**src/rtl/ppm_pkg.sv**
```systemverilog
// ppm_pkg: shared types and helpers for the PPM demodulator and its frame sequencer.
//   state_t       - frame sequencer states
//   clog2()       - bit width needed to hold values 0..value-1
//   to_offset_bin - two's complement symbol to offset binary (MSB inversion)
package ppm_pkg;

    localparam int unsigned MAX_N = 32;

    typedef enum logic [2:0] {
        ST_IDLE,
        ST_START,
        ST_ARM,
        ST_RUN,
        ST_CAPTURE,
        ST_GUARD,
        ST_DONE
    } state_t;

    // Smallest width w such that 2^w >= value.
    function automatic int unsigned clog2(input int unsigned value);
        int unsigned width;
        width = 0;
        for (int unsigned i = 0; i < 32; i++) begin
            if ((64'(1) << i) < 64'(value)) begin
                width = i + 1;
            end
        end
        return width;
    endfunction

    // Flip bit (width-1): -2^(width-1) maps to 0, 2^(width-1)-1 maps to all ones.
    function automatic logic [MAX_N-1:0] to_offset_bin(input logic [MAX_N-1:0] data,
                                                       input int unsigned      width);
        return data ^ (MAX_N'(1) << (width - 1));
    endfunction

endpackage

```
**src/rtl/ppm_frame_ctrl_if.sv**
```systemverilog
// ppm_frame_ctrl_if: request, demodulator and downstream frame signals of ppm_frame_ctrl.
//   slave  - sequencer view: i_frame_start, i_demod_ready, i_demod_data, i_out_ready in;
//            o_demod_start, o_frame, o_frame_valid, o_busy, o_error out
//   master - the opposite view, for the surrounding logic
interface ppm_frame_ctrl_if #(
    parameter int unsigned N       = 4,
    parameter int unsigned SYMBOLS = 4
);

    logic                   i_frame_start;
    logic                   i_demod_ready;
    logic [N-1:0]           i_demod_data;
    logic                   o_demod_start;
    logic                   i_out_ready;
    logic [N*SYMBOLS-1:0]   o_frame;
    logic                   o_frame_valid;
    logic                   o_busy;
    logic                   o_error;

    modport slave (
        input  i_frame_start,
        input  i_demod_ready,
        input  i_demod_data,
        input  i_out_ready,
        output o_demod_start,
        output o_frame,
        output o_frame_valid,
        output o_busy,
        output o_error
    );

    modport master (
        output i_frame_start,
        output i_demod_ready,
        output i_demod_data,
        output i_out_ready,
        input  o_demod_start,
        input  o_frame,
        input  o_frame_valid,
        input  o_busy,
        input  o_error
    );

endinterface

```
**src/rtl/ppm_cycle_timer.sv**
```systemverilog
// ppm_cycle_timer: loadable down-counter shared by the ARM timeout and the GUARD gap.
//   i_clk, i_rst      - clock, synchronous active-high reset
//   i_load, i_load_val - load the counter (load wins over decrement)
//   i_dec             - decrement, saturating at zero
//   o_zero_nxt_c      - count is 0 or 1: a decrement this cycle leaves it at zero
module ppm_cycle_timer #(
    parameter int unsigned W = 4
) (
    input  logic         i_clk,
    input  logic         i_rst,
    input  logic         i_load,
    input  logic [W-1:0] i_load_val,
    input  logic         i_dec,
    output logic         o_zero_nxt_c
);

    logic [W-1:0] r_count;

    // Counter register.
    always_ff @(posedge i_clk) begin
        if (i_rst) begin
            r_count <= '0;
        end else if (i_load) begin
            r_count <= i_load_val;
        end else if (i_dec && (r_count != '0)) begin
            r_count <= r_count - W'(1);
        end
    end

    assign o_zero_nxt_c = (r_count <= W'(1));

endmodule

```
**src/rtl/ppm_frame_ctrl.sv**
```systemverilog
// ppm_frame_ctrl: sequences one PPM demodulator through SYMBOLS slots and packs the
// offset-binary symbols into one frame word, first symbol in the MSBs.
//   i_clk, i_rst - clock, synchronous active-high reset
//   bus (slave)  - i_frame_start request; o_demod_start / i_demod_ready / i_demod_data
//                  to the demodulator; o_frame / o_frame_valid / i_out_ready downstream;
//                  o_busy (not IDLE); o_error (one-cycle demodulator timeout pulse)
module ppm_frame_ctrl
    import ppm_pkg::*;
#(
    parameter int unsigned N       = 4,
    parameter int unsigned SYMBOLS = 4,
    parameter int unsigned GUARD   = 2,
    parameter int unsigned TIMEOUT = 8
) (
    input  logic             i_clk,
    input  logic             i_rst,
    ppm_frame_ctrl_if.slave  bus
);

    localparam int unsigned FW    = N * SYMBOLS;
    localparam int unsigned CW    = clog2(SYMBOLS + 1);
    localparam int unsigned T_MAX = (TIMEOUT > GUARD) ? TIMEOUT : GUARD;
    localparam int unsigned TW    = clog2(T_MAX + 1);

    state_t          r_state;
    state_t          w_state_nxt;
    logic [CW-1:0]   r_sym_cnt;
    logic [FW-1:0]   r_frame;
    logic            r_demod_start;
    logic            r_frame_valid;
    logic            r_busy;
    logic            r_error;

    logic            w_tmr_load;
    logic [TW-1:0]   w_tmr_val;
    logic            w_tmr_dec;
    logic            w_tmr_zero_nxt;
    logic            w_clear;
    logic            w_capture;
    logic            w_error_nxt;
    logic            w_last_sym;
    logic [N-1:0]    w_symbol;

    assign w_symbol   = N'(to_offset_bin(MAX_N'(bus.i_demod_data), N));
    assign w_last_sym = (r_sym_cnt == CW'(SYMBOLS - 1));

    ppm_cycle_timer #(
        .W (TW)
    ) u_timer (
        .i_clk        (i_clk),
        .i_rst        (i_rst),
        .i_load       (w_tmr_load),
        .i_load_val   (w_tmr_val),
        .i_dec        (w_tmr_dec),
        .o_zero_nxt_c (w_tmr_zero_nxt)
    );

    // Next-state and datapath control.
    always_comb begin
        w_state_nxt = r_state;
        w_tmr_load  = 1'b0;
        w_tmr_val   = '0;
        w_tmr_dec   = 1'b0;
        w_clear     = 1'b0;
        w_capture   = 1'b0;
        w_error_nxt = 1'b0;
        unique case (r_state)
            ST_IDLE: begin
                if (bus.i_frame_start) begin
                    w_clear     = 1'b1;
                    w_state_nxt = ST_START;
                end
            end
            ST_START: begin
                w_tmr_load  = 1'b1;
                w_tmr_val   = TW'(TIMEOUT);
                w_state_nxt = ST_ARM;
            end
            ST_ARM: begin
                if (!bus.i_demod_ready) begin
                    w_state_nxt = ST_RUN;
                end else begin
                    w_tmr_dec = 1'b1;
                    // Demodulator never acknowledged the start: drop the frame.
                    if (w_tmr_zero_nxt) begin
                        w_error_nxt = 1'b1;
                        w_clear     = 1'b1;
                        w_state_nxt = ST_IDLE;
                    end
                end
            end
            ST_RUN: begin
                if (bus.i_demod_ready) begin
                    w_state_nxt = ST_CAPTURE;
                end
            end
            ST_CAPTURE: begin
                w_capture = 1'b1;
                if (w_last_sym) begin
                    w_state_nxt = ST_DONE;
                end else if (GUARD == 0) begin
                    w_state_nxt = ST_START;
                end else begin
                    w_tmr_load  = 1'b1;
                    w_tmr_val   = TW'(GUARD);
                    w_state_nxt = ST_GUARD;
                end
            end
            ST_GUARD: begin
                w_tmr_dec = 1'b1;
                if (w_tmr_zero_nxt) begin
                    w_state_nxt = ST_START;
                end
            end
            ST_DONE: begin
                if (bus.i_out_ready) begin
                    w_state_nxt = ST_IDLE;
                end
            end
            default: begin
                w_state_nxt = ST_IDLE;
            end
        endcase
    end

    // State, frame data and outputs; outputs are pre-decoded from the next state.
    always_ff @(posedge i_clk) begin
        if (i_rst) begin
            r_state       <= ST_IDLE;
            r_sym_cnt     <= '0;
            r_frame       <= '0;
            r_demod_start <= 1'b0;
            r_frame_valid <= 1'b0;
            r_busy        <= 1'b0;
            r_error       <= 1'b0;
        end else begin
            r_state <= w_state_nxt;
            if (w_clear) begin
                r_sym_cnt <= '0;
                r_frame   <= '0;
            end else if (w_capture) begin
                r_sym_cnt <= r_sym_cnt + CW'(1);
                r_frame   <= (r_frame << N) | FW'(w_symbol);
            end
            r_demod_start <= (w_state_nxt == ST_START);
            r_frame_valid <= (w_state_nxt == ST_DONE);
            r_busy        <= (w_state_nxt != ST_IDLE);
            r_error       <= w_error_nxt;
        end
    end

    assign bus.o_demod_start = r_demod_start;
    assign bus.o_frame       = r_frame;
    assign bus.o_frame_valid = r_frame_valid;
    assign bus.o_busy        = r_busy;
    assign bus.o_error       = r_error;

endmodule

```
**src/flat_wrapper.sv**
```systemverilog
// flat-port wrapper written by rule: the top's interface ports become plain ports
module ppm_frame_ctrl_flat import ppm_pkg::*;
#(
    parameter int unsigned N       = 4,
    parameter int unsigned SYMBOLS = 4,
    parameter int unsigned GUARD   = 2,
    parameter int unsigned TIMEOUT = 8
)
  (i_clk, i_rst, bus_i_frame_start, bus_i_demod_ready, bus_i_demod_data, bus_i_out_ready, bus_o_demod_start, bus_o_frame, bus_o_frame_valid, bus_o_busy, bus_o_error);
  ppm_frame_ctrl_if #(.N(N), .SYMBOLS(SYMBOLS)) bus_i ();
  input  logic i_clk;
  input  logic i_rst;
  input wire logic [$bits(bus_i.i_frame_start)-1:0] bus_i_frame_start;
  input wire logic [$bits(bus_i.i_demod_ready)-1:0] bus_i_demod_ready;
  input wire logic [$bits(bus_i.i_demod_data)-1:0] bus_i_demod_data;
  input wire logic [$bits(bus_i.i_out_ready)-1:0] bus_i_out_ready;
  output wire logic [$bits(bus_i.o_demod_start)-1:0] bus_o_demod_start;
  output wire logic [$bits(bus_i.o_frame)-1:0] bus_o_frame;
  output wire logic [$bits(bus_i.o_frame_valid)-1:0] bus_o_frame_valid;
  output wire logic [$bits(bus_i.o_busy)-1:0] bus_o_busy;
  output wire logic [$bits(bus_i.o_error)-1:0] bus_o_error;
  assign bus_i.i_frame_start = bus_i_frame_start;
  assign bus_i.i_demod_ready = bus_i_demod_ready;
  assign bus_i.i_demod_data = bus_i_demod_data;
  assign bus_i.i_out_ready = bus_i_out_ready;
  assign bus_o_demod_start = bus_i.o_demod_start;
  assign bus_o_frame = bus_i.o_frame;
  assign bus_o_frame_valid = bus_i.o_frame_valid;
  assign bus_o_busy = bus_i.o_busy;
  assign bus_o_error = bus_i.o_error;
  ppm_frame_ctrl #(.N(N), .SYMBOLS(SYMBOLS), .GUARD(GUARD), .TIMEOUT(TIMEOUT)) u_core (.i_clk(i_clk), .i_rst(i_rst), .bus(bus_i));
endmodule
```
**config.mk**
```make
export PLATFORM = sky130hd
export DESIGN_NAME = ppm_frame_ctrl_flat
export DESIGN_NICKNAME = d
export VERILOG_FILES = /design/src/rtl/ppm_pkg.sv /design/src/rtl/ppm_frame_ctrl_if.sv /design/src/rtl/ppm_cycle_timer.sv /design/src/rtl/ppm_frame_ctrl.sv /design/src/flat_wrapper.sv
export SDC_FILE = /design/constraint.sdc
export NUM_CORES = 1
export LEC_CHECK = 0
export CAP_MARGIN = 10
export CORE_AREA = 2 2 67 56
export CTS_CLUSTER_DIAMETER = 40
export DETAILED_ROUTE_END_ITERATION = 8
export DIE_AREA = 0 0 69 58
export PLACE_DENSITY = 0.7
export SYNTH_ARGS = -nofsm -noshare
export SYNTH_HDL_FRONTEND = slang
export SYNTH_SLANG_ARGS = --single-unit
```
**constraint.sdc**
```tcl
create_clock -name i_clk -period 2.1 [get_ports i_clk]
set_clock_uncertainty 0.2 [all_clocks]
set_input_delay 0.525 -clock i_clk [delete_from_list [all_inputs] [get_ports i_clk]]
set_output_delay 0.525 -clock i_clk [all_outputs]
set_load 0.02 [all_outputs]
```
* Yosys cells after proc, flatten, opt, wreduce, memory -nomap -nowiden
Index checks and enable logic that the tools add are counted.
** Storage, ports and cells
- Bits in registers :: 30
- Latch bits :: 0
- Bits in writable memories :: 0
- Memory bits (read-only) :: 0
- Bits of input ports :: 9
- Output and inout bits :: 20
- Word-level logic and storage cells :: 51
- Memories :: 0
** Cells by class
- Add/subtract/negate cells :: 2
- Multiply operators :: 0
- Divide/modulo/power cells :: 0
- $lt $le $gt $ge :: 1
- Eq/ne operators :: 9
- Shift-type cells :: 0
- Multiplexer cells :: 21
- Bitwise gates (word level) :: 3
- Reduce and logical (&&, ||, !) cells :: 7
** Operators with widths (number)
- $pmux W3 S7 :: 1
- $mux W3 :: 6
- $or A16 B4 Y16 :: 1
- $eq A3 B3 Y1 const B :: 4
- $eq A3 B2 Y1 const B :: 3
- $mux W4 :: 2
- $pmux W4 S2 :: 1
- $eq A3 B1 Y1 const B :: 2
- $mux W1 :: 6
- $pmux W1 S2 :: 3
- $le A4 B1 Y1 const B :: 1
- $mux W2 :: 2
- $reduce_bool A4 Y1 :: 1
- $reduce_or A2 Y1 :: 2
- $sub A4 B1 Y4 const B :: 1
- $add A3 B1 Y3 const B :: 1
- $logic_not A3 Y1 :: 1
- $reduce_bool A3 Y1 :: 1
- $not A1 Y1 :: 2
- $reduce_bool A2 Y1 :: 1
- $logic_and A1 B1 Y1 :: 1

* Depth between registers and ports, before layout
- Depth in word-level cells :: 5
- Gate-level depth with buffers :: 8
- Depth with buffers taken out :: 6

* Hierarchy
From an unflattened synthesis, not the netlist that was laid out.
** Second synthesis, totals
- Cell total of the unflattened synthesis :: 159
- Area, all modules :: 1438.9 um^2
** Modules (own cells, without submodules)
- ppm_frame_ctrl :: instances 1, cells an instance 126, area an instance 1157.4 um^2, seq. area each 520.5 um^2
- ppm_cycle_timer :: instances 1, cells an instance 33, area an instance 281.5 um^2, seq. area each 80.1 um^2

* Least setup slack after synthesis
No wires, ideal clock.
- Kind :: flip-flop to flip-flop
- Start point :: register u_core.r_sym_cnt[0]
- End point :: register u_core.r_busy (netlist: u_core.bus.o_busy)
- Library setup time :: 0.120 ns
- Arrival time :: 1.559 ns
- Required time :: 1.780 ns
- Path slack :: 0.221 ns
- Stages on the path, launching flop included :: 7
- Path buffers :: 0
- Period minus slack after synthesis :: 1.879 ns
- Path through :: dfxtp_1 > ha_1 > ha_1 > and4bb_1 > nor4_1 > a221oi_2 > a211o_1
** On the way
- Longest elaborated chain between the ends :: 4
** Ends and longest elaborated chain
- start, declared :: RTL line ppm_frame_ctrl.sv:27 : logic [CW-1:0] r_sym_cnt;
- start signal, assigned :: RTL line ppm_frame_ctrl.sv:142 : r_sym_cnt <= r_sym_cnt + CW'(1);
- $eq A3 B2 Y1 :: RTL line ppm_frame_ctrl.sv:45 : assign w_last_sym = (r_sym_cnt == CW'(SYMBOLS - 1));
- $mux W2 :: RTL line ppm_frame_ctrl.sv:99 : if (w_last_sym) begin
- $pmux W3 S7 :: RTL line ppm_frame_ctrl.sv:67 : unique case (r_state)
- $reduce_bool A3 Y1 :: RTL line ppm_frame_ctrl.sv:147 : r_busy <= (w_state_nxt != ST_IDLE);
- end signal, assigned :: RTL line ppm_frame_ctrl.sv:147
- end, declared :: RTL line ppm_frame_ctrl.sv:31 : logic r_busy;
Every way passes these cells.
A chain may end at the register's enable or synchronous reset.

* Worst setup path in the final report
- Start point :: input bus_i_demod_ready
- End point :: register u_core.r_busy (netlist: u_core.bus.o_busy)
** On the way
- Longest elaborated chain between the ends :: 3
- Elaborated cells between the ends (all ways) :: 4
- Classes of those cells :: mux: 3; reduce/logical: 1
** Ends and longest elaborated chain
- start, declared :: RTL line flat_wrapper.sv:14 : input wire logic [$bits(bus_i.i_demod_ready)-1:0] bus_i_demod_ready;
- $mux W3 (on tied branches) :: RTL line ppm_frame_ctrl.sv:93, ppm_frame_ctrl.sv:80
- $pmux W3 S7 (*) :: RTL line ppm_frame_ctrl.sv:67
- $reduce_bool A3 Y1 (*) :: RTL line ppm_frame_ctrl.sv:147
Every way passes the cells marked *; elsewhere a longest branch is shown, timed or not.

==> impl_metrics.env <==
export IMPL_status="complete, no violations"
export IMPL_clk_path_buf_depth=2
export IMPL_maxSlewViolCount=0
export IMPL_min_path_type="flip-flop to flip-flop"
export IMPL_period_needed_ns=1.97
export IMPL_initial_core_util=0.430
export IMPL_root_buffer="clkbuf_8"
export IMPL_p_clk_frac=0.326
export IMPL_die_h_um=58
export IMPL_drv_cap=0
export IMPL_setup_ws_ns=0.127
export IMPL_syn_area_um2=1430
export IMPL_fin_nets=210
export IMPL_grt_ovfl_total=0
export IMPL_cp_max_fo=5
export IMPL_p_int_w=0.000931
export IMPL_synth_compound_area_frac=0.198
export IMPL_hold_start="u_core.bus.o_frame[15]"
export IMPL_peakVddDrop_uv=374
export IMPL_r2r_start="u_core.u_timer.r_count[0]"
export IMPL_wl_per_cell_um=12.1
export IMPL_diodes=0
export IMPL_slew_headroom=0.649
export IMPL_clk_pin_slew_ns=0.05
export IMPL_worst_ep_arrival_time_ns=1.92
export IMPL_placed_cells=231
export IMPL_yosysWarnings=0
export IMPL_num_vias=1203
export IMPL_setup_violations_final=0
export IMPL_yosys_area_share_simple=0.253
export IMPL_comb_power_share=0.173
export IMPL_reg2reg_to="u_core.bus.o_frame[3]"
export IMPL_synth_top_family_by_area="simple AND/OR/NAND/NOR gates"
export IMPL_wirelength_um=2890
export IMPL_rows=19
export IMPL_grt_max_degree=21
export IMPL_synth_top_area_cell="dfxtp_1"
export IMPL_fin_crit_sh=0.939
export IMPL_hold_end="u_core.bus.o_frame[15]"
export IMPL_clk_latency_ns=0.27
export IMPL_drtPass1Iterations=4
export IMPL_power_density_nw_per_um2=669
export IMPL_drive_gt1_frac=0.163
export IMPL_worstPathCellList="clkdlybuf4s50_1, nor3b_2, o41ai_2, a221oi_2, a211o_1"
export IMPL_rsz0062_at_grt="false"
export IMPL_slowest_stage="clkdlybuf4s50_1"
export IMPL_core_um2=3330
export IMPL_synth_top_cell_area_share=0.420
export IMPL_sequentialPowerShare=0.501
export IMPL_drc=0
export IMPL_port_buffers=28
export IMPL_cts_made_buffers=5
export IMPL_synth_xor_area_frac=0.0245
export IMPL_drt_iter0_markers=42
export IMPL_synth_nets=176
export IMPL_muxShareOfSynthArea=0
export IMPL_worst_setup_path_end_kind="flip-flop"
export IMPL_hpwlAfterDp_um=2100
export IMPL_required_ns=2.05
export IMPL_antenna_found_initial=0
export IMPL_cts_tree="yes"
export IMPL_grt_pass1_vias=1097
export IMPL_holdPathStages=2
export IMPL_die_w_um=69
export IMPL_ys_flop_type="dfxtp_1"
export IMPL_drtAntennaViolNets=0
export IMPL_grtUsageTotal=0.149
export IMPL_worst_pin_slew_ns=0.526
export IMPL_ioPinCount=29
export IMPL_synth_edff_count=0
export IMPL_ys_ff_latch=30
export IMPL_reg2reg_depth=7
export IMPL_stdcell_count=238
export IMPL_synth_fa_ha_area_frac=0.0437
export IMPL_place_ws_ns=-0.151
export IMPL_hold_viol_final=0
export IMPL_p_sw_w=0.000315
export IMPL_critPathTopFamily="compound AO/OA/AOI/OAI gates"
export IMPL_area_growth_pct=30.2
export IMPL_worst_path_buf_inv=1
export IMPL_critPathKind="primary input to flip-flop"
export IMPL_leakagePower_nw=0.657
export IMPL_die_area_um2=4000
export IMPL_h_tree_depth=2
export IMPL_yosysUniqueCellTypes=38
export IMPL_clock_sinks=30
export IMPL_viasPerCell=5.05
export IMPL_synthTopCellsByArea="dfxtp_1 42%, nand2_1 9.7%, a21oi_2 5.5%, ha_1 4.4%, a21oi_1 3.1%"
export IMPL_gp_congestion=0.799
export IMPL_startpoint_type="primary input"
export IMPL_ctsHoldBuffers=0
export IMPL_async_reset_ff_frac=0
export IMPL_switching_share=0.253
export IMPL_grt_pass1_wl_um=4770
export IMPL_syn_avg_cell_area_um2=8.83
export IMPL_cpPeakStageDelay_ns=0.54
export IMPL_synthCells=162
export IMPL_fmax_mhz=507
export IMPL_seq_area_frac_synth=0.420
export IMPL_regToRegSetupSlack_ns=0.14
-- per-layer routing --
metal  global-route usage  routed length (um)  vias to the layer above
li1                     -                   -                      628
met1                0.186                1410                      551
met5                    0                   0                        -
met2                0.246                1340                       20
met3               0.0400                 102                        4
met4               0.0672                  34                        0
-- cell usage in the layout, fill, tap and decap left out, types with 4 or more instances in the layout --
cell type | synthesis | routed
a21oi_1 | 9 | 9
a21oi_2 | 9 | 9
buf_4 | 2 | 8
clkbuf_8 | 0 | 5
clkdlybuf4s50_1 | 0 | 28
dfxtp_1 | 30 | 30
ha_1 | 5 | 4
inv_1 | 6 | 6
nand2_1 | 37 | 37
nor2_1 | 9 | 9
o21ai_0 | 5 | 5
-- flip-flops by register name, indices dropped and copies added, names as in the netlist --
signal	count
u_core.bus.o_demod_start	1
u_core.r_state	3
u_core.bus.o_busy	1
u_core.u_timer.r_count	4
u_core.bus.o_frame	16
u_core.bus.o_frame_valid	1
u_core.r_sym_cnt	3
u_core.bus.o_error	1
-- power by group through the flow --
stage | Clock, W | Combinational (W) | Sequential [W]
final | 0.000406 | 0.000215 | 0.000624
after global routing | 0.000451 | 0.000234 | 0.000629
after CTS | 0.000427 | 0.000216 | 0.000623
after detailed placement | 0 | 0.000215 | 0.000636
after global placement | 0 | 0.000210 | 0.000634
after floorplan | 0 | 0.000144 | 0.000628
-- cell type report --
cell class | count | area (um2)
Clock buffer | 7 | 76.3
Fill cell | 314 | 1470
Inverter | 6 | 22.5
Multi-Input combinational cell | 116 | 749
Sequential cell | 30 | 601
Tap cell | 42 | 52.6
Timing Repair Buffer | 37 | 360
-- how the worst max path moves through the flow --
stage | startpoint | end | slack, ns | cells past startpoint
global route | u_core.r_state[0] | u_core.bus.o_frame_valid | 0.02 | 5
floorplan | u_core.r_sym_cnt[0] | u_core.bus.o_busy | 0.22 | 6
detailed placement | bus_i_demod_ready | u_core.bus.o_busy | -0.15 | 5
finish | bus_i_demod_ready | u_core.bus.o_busy | 0.13 | 5
global placement | bus_i_demod_ready | u_core.bus.o_busy | -0.12 | 6
CTS | u_core.r_sym_cnt[0] | u_core.bus.o_busy | 0.10 | 7
-- tightest hold or removal path, cell delays in order, from the launching register on --
cell and delay (ns):
dfxtp_1 0.31, nand2_1 0.05, a21oi_1 0.05
-- what timing repair did --
action,CTS,global route
endpoints found under the setup margin,0,2
gates resized for setup,0,1
setup buffers,0,0
hold endpoints to repair,0,0
-- kinds of logic (layout without fill, tap and decap cells) --
| family | Yosys count | after routing |
|---|---|---|
| adder cells (fa/ha/maj) | 5 | 5 |
| flip-flops | 30 | 30 |
| XOR/XNOR | 4 | 4 |
| AO/OA/AOI/OAI | 38 | 38 |
| AND/OR/NAND/NOR | 69 | 69 |
| buffers and inverters | 16 | 50 |
-- Yosys cell counts (all sizes together) (2+ instances only) --
cell    instances
xor2            2
nand3           2
inv             6
nor2            9
o21ai           7
nor2b           2
dfxtp          30
nor3            3
nor3b           3
a211o           2
or3b            3
nand2          37
ha              5
and3            2
a211oi          2
o22ai           2
a21oi          18
xnor2           2
buf             8
o41ai           2
o32a            2
and4bb          4
clkbuf          2
-- stage by stage --
stage	util	hold WS (ns)	power, W	area, um2	TNS, ns
final	0.559	0.257	0.00125	1860	0
after global routing	0.559	0.290	0.00131	1860	0
after CTS	0.559	0.263	0.00127	1860	0
after detailed placement	0.536	0.255	0.000851	1780	-2.02
after global placement	0.536	0.245	0.000844	1780	-1.50
after floorplan	-	0.240	0.000772	1430	0
Power figures use the tool's default switching activity.
